--- config.mk ---
export PLATFORM = sky130hd
export DESIGN_NAME = rom_access_arbiter
export DESIGN_NICKNAME = d
export VERILOG_FILES = /design/src/rtl/rom_access_arbiter.sv
export SDC_FILE = /design/constraint.sdc
export NUM_CORES = 1
export LEC_CHECK = 0
export ABC_AREA = 1
export BUFFER_PORTS_ARGS = -buffer_cell sky130_fd_sc_hd__buf_4
export CAP_MARGIN = 15
export CORE_AREA = 4 4 59 61
export CTS_CLUSTER_DIAMETER = 200
export DETAILED_ROUTE_END_ITERATION = 10
export DIE_AREA = 0 0 63 65
export PLACE_DENSITY_LB_ADDON = 0.08
export SYNTH_ARGS = -nofsm -noshare
export SYNTH_HDL_FRONTEND = slang
export SYNTH_SLANG_ARGS = --single-unit
--- constraint.sdc ---
create_clock -name clk -period 1.9 [get_ports clk]
set_clock_uncertainty 0.2 [all_clocks]
set_input_delay 0.285 -clock clk [delete_from_list [all_inputs] [get_ports clk]]
set_output_delay 0.285 -clock clk [all_outputs]
set_load 0.005 [all_outputs]
--- src/rtl/rom_access_arbiter.sv ---
// -----------------------------------------------------------------------------
// rom_access_arbiter
//
// Shares one program ROM (combinational data) between two requesters:
//   port 0 - core instruction fetch (fixed priority)
//   port 1 - debug / readback path (starvation-bounded)
// Each cycle at most one request is granted. The winner's address is
// registered onto rom_address, and the ROM word is registered back to the
// winner one edge later, so the valid pulse lands two cycles after the grant.
//
// Parameters:
//   ADDR_W       ROM address width
//   DATA_W       ROM data width
//   STARVE_LIMIT consecutive lost cycles after which port 1 is promoted;
//                0 gives pure fixed priority
//
// Ports:
//   clk, rst_n            clock (rising edge), async active-low reset
//   req0/addr0            port 0 request and address (held until gnt0)
//   gnt0                  combinational accept for port 0
//   valid0/data0          registered one-cycle return pulse and data, port 0
//   req1/addr1/gnt1/valid1/data1   same for port 1
//   rom_address           registered address to the ROM
//   rom_dataout           combinational ROM data for rom_address
// -----------------------------------------------------------------------------
module rom_access_arbiter #(
    parameter int ADDR_W       = 8,
    parameter int DATA_W       = 8,
    parameter int STARVE_LIMIT = 4
) (
    input  logic              clk,
    input  logic              rst_n,
    input  logic              req0,
    input  logic [ADDR_W-1:0] addr0,
    output logic              gnt0,
    output logic              valid0,
    output logic [DATA_W-1:0] data0,
    input  logic              req1,
    input  logic [ADDR_W-1:0] addr1,
    output logic              gnt1,
    output logic              valid1,
    output logic [DATA_W-1:0] data1,
    output logic [ADDR_W-1:0] rom_address,
    input  logic [DATA_W-1:0] rom_dataout
);

    // A zero limit still needs a one-bit counter so the declaration stays legal;
    // promotion is then disabled by PROMO_EN.
    localparam int               CNT_W    = (STARVE_LIMIT > 0) ? $clog2(STARVE_LIMIT + 1) : 1;
    localparam logic [CNT_W-1:0] LIMIT_C  = CNT_W'(STARVE_LIMIT);
    localparam logic [CNT_W-1:0] CNT_ONE  = CNT_W'(1);
    localparam logic             PROMO_EN = (STARVE_LIMIT != 0);

    logic [CNT_W-1:0] starve_cnt_r;
    logic             gnt0_s;
    logic             gnt1_s;
    logic             a_vld_r;
    logic             a_own_r;   // 1'b0 = port 0 owns stage A, 1'b1 = port 1

    // Arbitration: promoted port 1 first, then fixed priority to port 0.
    always_comb begin
        gnt0_s = 1'b0;
        gnt1_s = 1'b0;
        if (req1 && PROMO_EN && (starve_cnt_r == LIMIT_C)) begin
            gnt1_s = 1'b1;
        end else if (req0) begin
            gnt0_s = 1'b1;
        end else if (req1) begin
            gnt1_s = 1'b1;
        end else begin
            gnt0_s = 1'b0;
            gnt1_s = 1'b0;
        end
    end

    // Grants are forced low while reset is asserted, even if requests are high.
    assign gnt0 = gnt0_s & rst_n;
    assign gnt1 = gnt1_s & rst_n;

    // Starvation counter: counts cycles port 1 waits, saturating at the limit.
    always_ff @(posedge clk or negedge rst_n) begin
        if (!rst_n) begin
            starve_cnt_r <= {CNT_W{1'b0}};
        end else if (!req1 || gnt1_s) begin
            starve_cnt_r <= {CNT_W{1'b0}};
        end else if (starve_cnt_r != LIMIT_C) begin
            starve_cnt_r <= starve_cnt_r + CNT_ONE;
        end else begin
            starve_cnt_r <= starve_cnt_r;
        end
    end

    // Stage A: register the winning address and tag it with its owner.
    always_ff @(posedge clk or negedge rst_n) begin
        if (!rst_n) begin
            rom_address <= {ADDR_W{1'b0}};
            a_vld_r     <= 1'b0;
            a_own_r     <= 1'b0;
        end else if (gnt0_s) begin
            rom_address <= addr0;
            a_vld_r     <= 1'b1;
            a_own_r     <= 1'b0;
        end else if (gnt1_s) begin
            rom_address <= addr1;
            a_vld_r     <= 1'b1;
            a_own_r     <= 1'b1;
        end else begin
            // Idle: address bus holds so the ROM output does not toggle.
            rom_address <= rom_address;
            a_vld_r     <= 1'b0;
            a_own_r     <= a_own_r;
        end
    end

    // Stage B: capture ROM data into the owning port only; valid is a pulse.
    always_ff @(posedge clk or negedge rst_n) begin
        if (!rst_n) begin
            valid0 <= 1'b0;
            valid1 <= 1'b0;
            data0  <= {DATA_W{1'b0}};
            data1  <= {DATA_W{1'b0}};
        end else begin
            valid0 <= a_vld_r & ~a_own_r;
            valid1 <= a_vld_r & a_own_r;
            if (a_vld_r && !a_own_r) begin
                data0 <= rom_dataout;
            end else begin
                data0 <= data0;
            end
            if (a_vld_r && a_own_r) begin
                data1 <= rom_dataout;
            end else begin
                data1 <= data1;
            end
        end
    end

endmodule

==> impl_metrics.tcl <==
set metrics [dict create \
    synth_mux_area_share_pct 0 \
    ys_top_cells_by_area "dfrtp_1 (58%), nand2_1 (15%), inv_1 (7.3%)" \
    synth_most_common_cell "nand2_1" \
    drc 0 \
    antenna_found_initial 0 \
    path_class "flop to output pin" \
    tns_ps 0 \
    dieWidth_um 63 \
    initial_core_util_pct 45.2 \
    design_area_sq_um 1900 \
    cts_root_buf "clkbuf_4" \
    synth_top_family_by_area "simple AND/OR/NAND/NOR gates" \
    synthAdderAreaFrac_pct 1.86 \
    fp-row-count 20 \
    cts_tree "yes" \
    postSynthCellCount 159 \
    synth-simple-area-share_pct 24.3 \
    status "complete, no violations" \
    ant_nets 0 \
    chipHeight_um 65 \
    maxCapViolations 0 \
    clock.fmax_mhz 543 \
    syn_avg_cell_area_sq_um 8.46 \
    synth_edf_count 0 \
    timing.hold.ws_ps 50.2 \
    area_delta_synth_final_pct 41.6 \
    n_antenna_cell 0 \
    synth_cell_types 14 \
    cts_made_buffers 5 \
    ys_ff_latch 31 \
    via_per_inst 4.79 \
    ios 56 \
    die_area_sq_um 4100 \
    drv_slew 0 \
    finalSetupViolCount 0 \
    synthXorXnorAreaFrac_pct 0.651 \
    yosysTopAreaCell "dfrtp_1" \
    placedInstanceArea_sq_um 1790 \
    grt_max_degree 32 \
    cts_buffer_depth 2 \
    finalCritPeriodShare_pct 96.9 \
    path_clk_slew_ps 90 \
    clock_sinks 31 \
    grt_pass1_vias 1227 \
    regArea_sq_um 776 \
    multi_input_area_sq_um 475 \
    syn_area_sq_um 1350 \
    htreeDepth 2 \
    io_buffers 55 \
    post-place-ws_ps 221 \
    dp_hpwl_mm 2.29 \
    ys.warnings.count 0 \
    peakVddDrop_uv 399 \
    place_congestion 0.831 \
    wl_mm 3.03 \
    critPathArrivalTime_ps 1360 \
    layout-drive-gt1-share_pct 33.6 \
    synth_top_area_share_pct 57.7 \
    synth_top_cells_by_count "nand2_1 (54), dfrtp_1 (31), inv_1 (26)" \
    endpoint_kind "output pin" \
    power_density_nw_per_um2 826 \
    hold_violations 0 \
    p_leak_nw 1.07 \
    wl_per_cell_um 11.8 \
    finalWorstSetupSlack_ps 58.4 \
    grt_usage_pct 16.4 \
    syn-num-nets 189 \
    path_max_fanout 3 \
    drt_iter0_drc 72 \
    drtPass1Iterations 4 \
    synth_seq_area_share_pct 57.7 \
    ys.flop_type "dfrtp_1" \
    worstMarginPinSlew_ps 486 \
    grt_overflow 0 \
    core_area_sq_um 2980 \
    start_kind "flop" \
    fin_crit_ps 1840 \
    slew_headroom_pct 67.5 \
    min_path_type "input port to flop" \
    via_count 1226 \
    clock_latency_ps 310 \
    num-fill-cells 240 \
    crit_required_ps 1410 \
    fin_nets 252 \
    synth_compound_area_share_pct 6.70 \
    async_flop_share_pct 100 \
    grt_pass1_wl_mm 5.25 \
]
[where the power goes]
group / switching [mW] / internal [mW] / total, mW
logic: 0.162 / 0.194 / 0.356
clock network: 0.204 / 0.218 / 0.421
registers: 0.0484 / 0.748 / 0.796
[layout make-up]
class | count | share of cell area [%]
flip-flops and latches | 31 | 40.7
multi-input cells | 99 | 25.0
repair buffers | 59 | 23.4
inverters | 26 | 5.12
clock buffers | 8 | 3.61
well taps | 33 | 2.17
[registers in the layout, indices dropped and copies added (netlist names)]
| name | count |
|---|---|
| valid0 | 1 |
| starve_cnt_r | 3 |
| data1 | 8 |
| a_own_r | 1 |
| rom_address | 8 |
| data0 | 8 |
| valid1 | 1 |
| a_vld_r | 1 |
[metal layers]
layer / share of wire [%] / up-vias / track usage [%]
met4: 1.8 / 0 / 6.89
met5: 0 / - / 0
met2: 47 / 54 / 28.7
met1: 43 / 552 / 18.2
li1: - / 614 / -
met3: 8.4 / 6 / 5.37
[stage by stage]
stage	instances	total power, mW	util, %
6_report	256	1.57	63.9
5_1_grt	256	1.69	63.9
4_1_cts	256	1.59	63.4
3_5_place_dp	245	1.16	60.0
3_3_place_gp	245	1.14	60.0
2_1_floorplan	159	0.934	-
[worst paths after layout]
kind,to,slack (ps),startpoint,cells past startpoint
min in group asynchronous,starve_cnt_r[1],330,rst_n,3
setup reg to reg,rom_address[3],490,starve_cnt_r[1],8
setup / recovery,gnt1,60,starve_cnt_r[1],7
max in group asynchronous,data0[6],890,rst_n,3
hold / removal,data1[2],50,rom_dataout[2],3
hold reg to reg,rom_address[4],290,rom_address[4],2
[layout by cell type (no fill, tap or decap), drive strengths merged]
| cell | count |
|---|---|
| buf | 58 |
| nand2 | 56 |
| dfrtp | 31 |
| inv | 26 |
| o21ai | 17 |
| nand3 | 17 |
| clkbuf | 8 |
| nor2 | 5 |
| ha | 2 |
| a21oi | 1 |
| xnor2 | 1 |
| dlygate4sd3 | 1 |
[critical path: stages (launching register included)]
cell and delay [ps]:
dfrtp_1 410, inv_2 80, ha_4 140, nand2_2 60, nand2_4 80, nand2_2 60
nor2_2 110, buf_4 110
[cell families after synthesis]
family	after synthesis
buffers and inverters	29
flip-flops	31
AO/OA/AOI/OAI	18
XOR/XNOR	1
adder cells (fa/ha/maj)	2
AND/OR/NAND/NOR	78
[repair_timing]
item / CTS / global route
pin swaps: 1 / 3
resized for setup: 3 / 5
hold endpoints to repair: 31 / 0
hold buffers: 1 / 0
setup endpoints to repair: 2 / 2
setup buffers: 2 / 0
(Power assumes the default switching activity.)
